==> config.mk <==
export PLATFORM = sky130hd
export DESIGN_NAME = int_gateway_array
export DESIGN_NICKNAME = d
export VERILOG_FILES = /design/src/rtl/int_pkg.sv /design/src/rtl/int_gateway.sv /design/src/rtl/int_gateway_array.sv
export SDC_FILE = /design/constraint.sdc
export NUM_CORES = 1
export LEC_CHECK = 0
export BUFFER_PORTS_ARGS = -buffer_cell sky130_fd_sc_hd__buf_2
export CAP_MARGIN = 20
export CORE_UTILIZATION = 45
export CTS_BUF_LIST = sky130_fd_sc_hd__clkbuf_16
export DETAILED_ROUTE_END_ITERATION = 7
export PLACE_DENSITY = 0.7
export REMOVE_ABC_BUFFERS = 1
export SLEW_MARGIN = 20
export SYNTH_ARGS = -nofsm -noshare
export SYNTH_HDL_FRONTEND = slang
export SYNTH_SLANG_ARGS = --single-unit
==> constraint.sdc <==
create_clock -name clock -period 2.5 [get_ports clock]
set_clock_uncertainty 0.2 [all_clocks]
set_input_delay 0.375 -clock clock [delete_from_list [all_inputs] [get_ports clock]]
set_output_delay 0.375 -clock clock [all_outputs]
set_load 0.02 [all_outputs]
==> src/rtl/int_pkg.sv <==
// rtl/int_pkg.sv - shared gateway state, ID constants and ID width helper
package int_pkg;

   typedef enum logic [1:0] {
      GW_IDLE,
      GW_PENDING,
      GW_CLAIMED
   } gw_state_t;

   localparam int INT_NO_ID = 0;

   // IDs run 1..n with 0 reserved, so n+1 codes are needed
   function automatic int id_width(input int n);
      return $clog2(n + 1);
   endfunction

endpackage

==> src/rtl/int_gateway.sv <==
// rtl/int_gateway.sv - single-source synchroniser and claim/complete gateway FSM
// Optional edge-triggered request flag enabled by INT_GW_EDGE_EN.
module int_gateway
   import int_pkg::*;
#(
   parameter int SYNC_STAGES = 2
`ifdef INT_GW_EDGE_EN
   ,
   parameter bit EDGE        = 1'b0
`endif
) (
   input  logic clock,
   input  logic reset,
   input  logic line,
   input  logic claim_hit,
   input  logic complete_hit,
   output logic pending,
   output logic claimed
);

   logic      req;
   logic      trig;
   gw_state_t state_q;
   gw_state_t state_d;

   if (SYNC_STAGES == 0) begin : g_nosync
      assign req = line;
   end else begin : g_sync
      logic [SYNC_STAGES-1:0] sync_q;
      always_ff @(posedge clock or posedge reset) begin
         if (reset) begin
            sync_q <= '0;
         end else begin
            sync_q[0] <= line;
            for (int s = 1; s < SYNC_STAGES; s++) begin
               sync_q[s] <= sync_q[s-1];
            end
         end
      end
      assign req = sync_q[SYNC_STAGES-1];
   end

`ifdef INT_GW_EDGE_EN
   if (EDGE) begin : g_edge
      logic req_q;
      logic flag_q;
      // One-deep sticky flag: leaving IDLE consumes it, further edges collapse into it
      always_ff @(posedge clock or posedge reset) begin
         if (reset) begin
            req_q  <= 1'b0;
            flag_q <= 1'b0;
         end else begin
            req_q  <= req;
            flag_q <= (flag_q && (state_q != GW_IDLE)) || (req && !req_q);
         end
      end
      assign trig = flag_q;
   end else begin : g_level
      assign trig = req;
   end
`else
   assign trig = req;
`endif

   always_ff @(posedge clock or posedge reset) begin
      if (reset) state_q <= GW_IDLE;
      else       state_q <= state_d;
   end

   // Strobes only act in the state they apply to, so a same-cycle claim and
   // complete of one source can never both fire
   always_comb begin
      state_d = state_q;
      case (state_q)
         GW_IDLE:    if (trig)         state_d = GW_PENDING;
         GW_PENDING: if (claim_hit)    state_d = GW_CLAIMED;
         GW_CLAIMED: if (complete_hit) state_d = GW_IDLE;
         default:                      state_d = GW_IDLE;
      endcase
   end

   assign pending = (state_q == GW_PENDING);
   assign claimed = (state_q == GW_CLAIMED);

endmodule

==> src/rtl/int_gateway_array.sv <==
// rtl/int_gateway_array.sv - per-source interrupt gateways with lowest-ID-first pending encoder
// Optional edge-triggered sources via INT_GW_EDGE_EN (adds EDGE_MASK).
module int_gateway_array
   import int_pkg::*;
#(
   parameter int NUM_SRC     = 5,
   parameter int ID_W        = id_width(NUM_SRC),
   parameter int SYNC_STAGES = 2
`ifdef INT_GW_EDGE_EN
   ,
   parameter logic [NUM_SRC-1:0] EDGE_MASK = '0
`endif
) (
   input  logic               clock,
   input  logic               reset,
   input  logic [NUM_SRC-1:0] int_in,
   output logic [NUM_SRC-1:0] pending,
   output logic               top_valid,
   output logic [ID_W-1:0]    top_id,
   input  logic               claim_valid,
   input  logic [ID_W-1:0]    claim_id,
   input  logic               complete_valid,
   input  logic [ID_W-1:0]    complete_id,
   output logic [NUM_SRC-1:0] claimed
);

   logic [NUM_SRC-1:0] claim_hit;
   logic [NUM_SRC-1:0] complete_hit;

   // ID 0 and IDs above NUM_SRC match no gateway and are dropped here
   for (genvar i = 0; i < NUM_SRC; i++) begin : g_gw
      assign claim_hit[i]    = claim_valid    && (claim_id    == ID_W'(i + 1));
      assign complete_hit[i] = complete_valid && (complete_id == ID_W'(i + 1));

      int_gateway #(
         .SYNC_STAGES (SYNC_STAGES)
`ifdef INT_GW_EDGE_EN
         ,
         .EDGE        (EDGE_MASK[i])
`endif
      ) u_gw (
         .clock        (clock),
         .reset        (reset),
         .line         (int_in[i]),
         .claim_hit    (claim_hit[i]),
         .complete_hit (complete_hit[i]),
         .pending      (pending[i]),
         .claimed      (claimed[i])
      );
   end

   always_comb begin
      top_id = ID_W'(INT_NO_ID);
      for (int i = NUM_SRC - 1; i >= 0; i--) begin
         if (pending[i]) top_id = ID_W'(i + 1);
      end
   end

   assign top_valid = |pending;

endmodule

Yosys cells after proc, flatten, opt, wreduce, memory -nomap -nowiden
Cells that the tools add are included.
{"block": "word_totals", "word_cells": 91, "register_bits": 20, "inputBits": 15}
{"block": "op_classes", "mux": 25, "reduce_logical": 21, "eq_ne": 35}
{"op": "2-to-1 mux 2 bit", "n": 15}
{"op": "inequality test 2 x 1 -> 1 bit (second input constant)", "n": 15}
{"op": "one-hot mux 2 bit (3 select lines)", "n": 5}
{"op": "2-to-1 mux 3 bit", "n": 5}
{"op": "AND reduction 3 bit", "n": 5}
{"op": "equality test 3 x 2 -> 1 bit (second input constant)", "n": 4}
{"op": "equality test 3 bit (second input constant)", "n": 4}
{"op": "equality test 2 x 1 -> 1 bit (second input constant)", "n": 5}
{"op": "equality test 2 bit (second input constant)", "n": 5}
{"op": "logical AND 1 bit", "n": 10}
{"op": "logical NOT 2 bit", "n": 5}
{"op": "equality test 3 x 1 -> 1 bit (second input constant)", "n": 2}
{"op": "OR reduction 5 bit", "n": 1}

Depth between registers and ports, before layout
Gate-level depths: netlist of run 1.
{"block": "depth", "ltp_word": 6, "ltp_mapped": 4}

Hierarchy
Synthesis of run 1 repeated with hierarchy kept, for this count alone.
{"block": "unflattened", "cells_unflattened": 81, "area_unflattened_um2": 882.1}
{"mod": "int_gateway", "area_per_inst_um2": 146.4, "instances": 5, "cells_per_inst": 12, "seq_area_each_um2": 100.1}
{"mod": "int_gateway_array", "area_per_inst_um2": 150.1, "instances": 1, "cells_per_inst": 21, "seq_area_each_um2": 0.0}

Least setup slack after synthesis of run 1
Ideal clock, no wire load.
{"block": "synth_path", "path_type": "register to output", "startpoint": "register g_gw[1].u_gw.state_q[0]", "endpoint": "output port top_id[2]", "setup_slack_ps": 817, "stages_incl_launch_ff": 4, "t_required_ps": 1925, "arrival_ps": 1108, "cell_sequence": "dfrtp_1 nor2b_1 nor3_1 nor2b_1"}
{"block": "synth_between", "elab_chain_cells": 3}
{"element": "start, declared", "line": "int_gateway.sv:23", "text": "gw_state_t state_q;"}
{"element": "start signal, assigned", "line": "int_gateway.sv:67", "text": "else state_q <= state_d;"}
{"element": "equality test 2 x 1 -> 1 bit", "line": "int_gateway.sv:82", "text": "assign pending = (state_q == GW_PENDING);"}
{"element": "net g_gw[1].u_gw.pending", "line": "int_gateway.sv:17", "text": "output logic pending,"}
{"element": "2-to-1 mux 3 bit (2 in series)", "line": "int_gateway_array.sv:55", "text": "if (pending[i]) top_id = ID_W'(i + 1);"}
{"element": "end, declared", "line": "int_gateway_array.sv:19", "text": "output logic [ID_W-1:0] top_id,"}
The timed path passes the listed nets, and every way through them passes these cells.

Worst setup path in the final report of run 1
{"block": "layout_path", "startpoint": "register g_gw[0].u_gw.state_q[0]", "endpoint": "output port top_id[2]"}
{"block": "layout_between", "elab_chain_cells": 2}
{"element": "start, declared", "line": "int_gateway.sv:23"}
{"element": "start signal, assigned", "line": "int_gateway.sv:67"}
{"element": "equality test 2 x 1 -> 1 bit", "line": "int_gateway.sv:82"}
{"element": "2-to-1 mux 3 bit", "line": "int_gateway_array.sv:55"}
Every way passes these cells.

==> out/qor.txt, run 1 <==
# Max-Cap Violations: 0
Cell area after synthesis: 880 um^2
Area leader, netlist: dfrtp_1
Mean post-synth cell area: 10.7 um^2
Detailed Route WL: 1.56 mm
Synth top area cells: dfrtp_1 57%, buf_4 8.5%, nor2b_1 8.5%
Type of element launching the critical path: register
Sum Neg Setup Slack: 0 ns
Cell Chain, Critical Path: nor2b_1 > nor3_1 > nor2b_1 > buf_2
Setup crit end kind: primary output
Most frequent cells in the layout: 28 x buf_2, 20 x dfrtp_1, 12 x nor2b_1
Ant. Diodes: 0
Hold Fails Final Rpt: 0
Yosys synthesis warning count: 0
First-pass DRT Iterations: 4
TritonCTS buffer count: 3
F_max: 507 MHz
Synth Register Bits: 20
Die area: 2140 um^2
Vias in the first global route: 599
Final period utilization: 78.9%
Critical path required time: 1.92 ns
First-pass GRT wire length: 2.46 mm
Worst slew pin tran: 0.712 ns
Max Transition Viols Final: 0
FP Rows: 15
Commonest non-fill, non-tap cell in the layout: buf_2
Buffers and inverters on the worst path: 1
CTS Root Cell: clkbuf_16
Top-area cell type share of the netlist area: 56.9%
Outcome: completed
Post CTS Setup Buffer Count: 0
Post-DP HPWL: 1.19 mm
Antenna violations before repair: 0
GR Util All Layers: 16.7%
Total number of vias: 660
Tmin final: 1.97 ns
RePlAce Congestion: 0.754
Largest net degree at the start of global routing: 21
Crit path max-delay cell type: dfrtp_1
Setup repair after global routing missed its margin: false
Min-Delay Path Class: in -> reg
Wirelength per Cell: 12.1 um
Worst skew pair latency: 0.25 ns
Syn Inst Count: 82
Clk buf depth: 2
Post-synthesis cell type count: 21
Post-synthesis sequential area ratio: 56.9%
Share of cells above drive strength 1: 29.8%
Most used cell, CP: nor2b_1
Overflow after GRT: 0
CP Data Arrival Time: 1.40 ns
Die span in x: 46.2 um
Vias/cell: 5.12
Die Ht: 46.2 um
CTS tree: yes
Layout net count: 120
Crit Path Class: reg -> out
Clock Sinks: 20
Port Buffers: 28
CTS H-tree depth: 1
Leakage: 0.000485 uW
Slowest stage delay, CP: 0.40 ns
Resize count post-CTS: 0
Antenna Nets Post-Route: 0
Slew HR: 52.5%
Setup violations, final: 0
DRT iter0 DRCs: 13
# DRC: 0
Peak VDD IR: 0.618 mV
PwrDens: 751 nW/um^2
CP top delay family: simple AND/OR/NAND/NOR gates
Hold-fix buffers, CTS: 0
I/O pin count: 29
Fin cells: 129
Initial Util: 49.3%
CP max FO: 5
P&R area growth vs syn: 19.9%
Core Footprint: 1780 um^2
Worst-path clk slew: 0.05 ns
Placed Instances: 125
## through the flow
stage               hold slack [ns]  cell area, um^2  util [%]  power, uW  worst slack [ns]
floorplan                     0.131              805         -        434             0.658
global placement              0.131              976      54.7        475             0.871
detailed placement            0.137              976      54.7        480             0.802
CTS                          0.0281             1050      59.2        802             0.521
global route                 0.0236             1050      59.2        831             0.426
finish                       0.0305             1050      59.2        792             0.527
## cells in the mapped netlist, drive strengths merged
library cell,count
nor2b,12
nor2,9
a22o,1
nand4,2
buf,10
or4b,1
nand4b,3
a32o,1
nand2b,1
nor3,2
a21oi,1
dfrtp,20
inv,3
a211oi,1
nand3b,1
a41oi,1
a311oi,1
nand2,4
o21ai,4
o21bai,2
and2,2
## flip-flops by register name, indices dropped and copies added (netlist names)
register,flops
g_gw.u_gw.g_sync.sync_q,10
g_gw.u_gw.state_q,10
## worst register-to-register path: stages (launching register included)
cell and delay [ns]:
dfrtp_1 0.38, nor2b_1 0.36, a32o_1 0.24
## power by group
part	internal [uW]	switching [uW]	leakage [uW]	total [uW]
Sequential	346	13.9	0.000235	359
Combinational	42.6	71.8	0.000212	114
Clock	212	106	0.0000385	319
Total	601	192	0.000485	792
## worst paths after layout
kind / from / to / slack, ns / cells after the start
worst max-delay path: g_gw[0].u_gw.state_q[0] / top_id[2] / 0.53 / 4
worst min-delay path: int_in[1] / g_gw[1].u_gw.g_sync.sync_q[0] / 0.03 / 1
worst max register to register: g_gw[0].u_gw.state_q[0] / g_gw[0].u_gw.state_q[1] / 1.25 / 2
worst min register to register: g_gw[2].u_gw.g_sync.sync_q[0] / g_gw[2].u_gw.g_sync.sync_q[1] / 0.15 / 0
max in group asynchronous: reset / g_gw[1].u_gw.state_q[0] / 1.61 / 2
min in group asynchronous: reset / g_gw[4].u_gw.g_sync.sync_q[0] / 0.04 / 2
## layout make-up
cell class	count	area [um^2]
Fill cell	154	728
Sequential cell	20	500
Multi-Input combinational cell	49	293
Timing Repair Buffer	28	140
Clock buffer	3	75.1
Tap cell	25	31.3
Inverter	3	11.3
Clock inverter	1	3.75
## cells by family after synthesis
| family | Yosys count | synth area share [%] |
|---|---|---|
| and+or+nand+nor | 37 | 23.8 |
| DFF | 20 | 56.9 |
| buffers and inverters | 13 | 9.81 |
| AOI/OAI and AO/OA | 12 | 9.53 |
## routing by layer
layer / wire length, um / global-route usage, % / share of wire (%) / vias up
li1: - / - / - / 315
met4: 23 / 8.82 / 1.5 / 0
met1: 702 / 18.3 / 45 / 316
met5: 0 / 0 / 0 / -
met2: 756 / 29.9 / 48 / 24
met3: 78 / 3.53 / 5.0 / 5
(Power assumes the default switching activity.)
==> run 2: changes to the inputs <==
- CORE_UTILIZATION: 45 -> 43
- clock period: 2.5 -> 1.7 ns (I/O delays scaled with it)
==> run 2 against run 1 <==
Net effect:
- the run now ends with setup timing left
- sequential cell count is the same
- register-to-register slack lost 0.82 ns
- die area grew 4.4%
- cell count increased by 9.3%
- worst hold slack improved by 0.062 ns
- critical path type unchanged
==> out/qor.txt, run 2 (synthesis results as in run 1) <==
CP max FO: 5 (unchanged)
Clk buf depth: 2 (unchanged)
Max Transition Viols Final: 0 (unchanged)
Antenna Nets Post-Route: 0 (unchanged)
CTS H-tree depth: 1 (unchanged)
Die Ht: 47.2 um (+2.2%)
CTS tree: yes
Sw Pwr: 312 uW (+63%)
Die area: 2230 um^2 (+4.4%)
Setup crit end kind: primary output
Slew HR: 77.7% (+25 points)
Clock Sinks: 20 (unchanged)
Total power draw: 1400 uW (+76%)
Biggest registers after layout: g_gw.u_gw.g_sync.sync_q x10, g_gw.u_gw.state_q x10
Initial Util: 48.3% (-1.0 points)
Tmin final: 1.72 ns
TritonCTS buffer count: 3 (unchanged)
Vias/cell: 4.96 (-3.0%)
Leakage: 0.000586 uW (+21%)
RePlAce Congestion: 0.777 (+3.1%)
Crit Path Class: reg -> out
Worst skew pair latency: 0.25 ns (about the same)
Most frequent cells in the layout: 24 x buf_2, 20 x dfrtp_1, 8 x buf_4
Placed instance area: 991 um^2 (+1.5%)
Peak VDD IR: 0.821 mV (+33%)
Placed Instances: 127 (+1.6%)
First-pass GRT wire length: 2.55 mm (+3.9%)
Layout net count: 132 (+10%)
Type of element launching the critical path: register
Ant. Diodes: 0 (unchanged)
Min-Delay Path Class: in -> reg
Final period utilization: 101%
GR Util All Layers: 17.5% (+0.73 points)
Core Footprint: 1820 um^2 (+2.1%)
Setup violations, final: 1 (+1)
Antenna violations before repair: 0 (unchanged)
Post-DP HPWL: 1.18 mm (-1.1%)
Sw Ratio: 22.3% (-1.9 points)
Setup repair after global routing missed its margin: true
Detailed Route WL: 1.77 mm (+14%)
Largest net degree at the start of global routing: 21 (unchanged)
Fin area: 1250 um^2 (+19%)
Worst slew pin tran: 0.333 ns (-0.378 ns)
P&R area growth vs syn: 42.2%
Fin cells: 141 (+9.3%)
Share of cells above drive strength 1: 40.5% (+11 points)
Total number of vias: 700 (+6.1%)
First-pass DRT Iterations: 2 (-2)
FP Rows: 15 (unchanged)
Clock Power Share: 45.2% (+5.0 points)
# DRC: 0 (unchanged)
Critical path required time: 1.24 ns (-0.68 ns)
F_max: 580 MHz
PwrDens: 1120 nW/um^2 (+49%)
Comb pwr share: 17.1% (+2.7 points)
Failing checks: setup timing
CTS Root Cell: clkbuf_16
Setup ws final: -0.0243 ns (-0.551 ns)
Commonest non-fill, non-tap cell in the layout: buf_2
Overflow after GRT: 0 (unchanged)
Wirelength per Cell: 12.6 um (+4.0%)
I/O pin count: 29 (unchanged)
Seq pwr share: 37.7% (-7.7 points)
Worst-path clk slew: 0.05 ns (about the same)
DRT iter0 DRCs: 8 (-5)
Port Buffers: 28 (unchanged)
CP Data Arrival Time: 1.27 ns (-0.13 ns)
Internal power: 1090 uW (+81%)
# Max-Cap Violations: 0 (unchanged)
Die span in x: 47.2 um (+2.2%)
Vias in the first global route: 638 (+6.5%)
Hold Fails Final Rpt: 0 (unchanged)
Outcome: complete, but fails checks
run 2: cell count changes in the layout (fill, tap and decap cells not counted), moves of 3 or more:
cell	before	now
buf_4	0	8
dlygate4sd3_1	0	6
nor2b_1	12	7
buf_2	28	24
nor2b_4	0	3
run 2: per-stage QoR:
step | util, % | TNS [ns] | setup WS (ns) | hold slack, ns
after floorplan | - | -0.0216 | -0.0216 | 0.0188
after global placement | 54.4 | 0 | 0.188 | 0.0863
after detailed placement | 54.4 | 0 | 0.117 | 0.0891
after CTS | 65.8 | -0.0259 | -0.0259 | 0.0888
after global routing | 68.7 | -0.135 | -0.0659 | 0.0930
final | 68.7 | -0.0243 | -0.0243 | 0.0929
run 2: final cells by class:
class,count,area (um^2)
clock buffer,3,75.1
clock inverter,1,30.0
fill,144,569
inverter,3,11.3
multi-input combinational,49,340
sequential,20,500
tap,25,31.3
timing repair buffer,40,263
run 2: power by group through the flow:
stage | Sequential [uW] | Combinational [uW] | Clock [uW]
after global routing | 531 | 261 | 665
after detailed placement | 536 | 175 | 0
after CTS | 525 | 213 | 645
final | 527 | 239 | 632
after global placement | 534 | 173 | 0
after floorplan | 531 | 107 | 0
run 2: worst paths after layout:
| kind | from | end | slack (ns) | cells past startpoint |
|---|---|---|---|---|
| setup / recovery | g_gw[2].u_gw.state_q[0] | top_id[2] | -0.02 | 4 |
| hold / removal | claim_id[0] | g_gw[2].u_gw.state_q[0] | 0.09 | 2 |
| setup reg to reg | g_gw[0].u_gw.state_q[0] | g_gw[0].u_gw.state_q[1] | 0.43 | 3 |
| hold reg to reg | g_gw[4].u_gw.g_sync.sync_q[0] | g_gw[4].u_gw.g_sync.sync_q[1] | 0.15 | 0 |
| max in group asynchronous | reset | g_gw[1].u_gw.state_q[0] | 0.74 | 4 |
| min in group asynchronous | reset | g_gw[0].u_gw.state_q[0] | 0.36 | 4 |
run 2: worst max-delay path: stages, from the launching register on:
cell	delay (ns)
dfrtp_1	0.37
nor2b_4	0.15
nor3_2	0.20
nor2b_2	0.18
buf_6	0.12
run 2: repair_timing:
action	in CTS	in global routing
gates resized for setup	6	14
pin swaps	1	2
setup buffers	3	1
hold endpoints to repair	25	0
setup endpoints to repair	4	5
hold buffers	6	0
run 2: metal layers:
| layer | GRT usage (%) | vias to the layer above | wire length [um] |
|---|---|---|---|
| met4 | 10.3 | 0 | 10 |
| met2 | 31.0 | 24 | 876 |
| met1 | 18.8 | 333 | 808 |
| met5 | 0 | - | 0 |
| li1 | - | 341 | - |
| met3 | 3.85 | 2 | 77 |
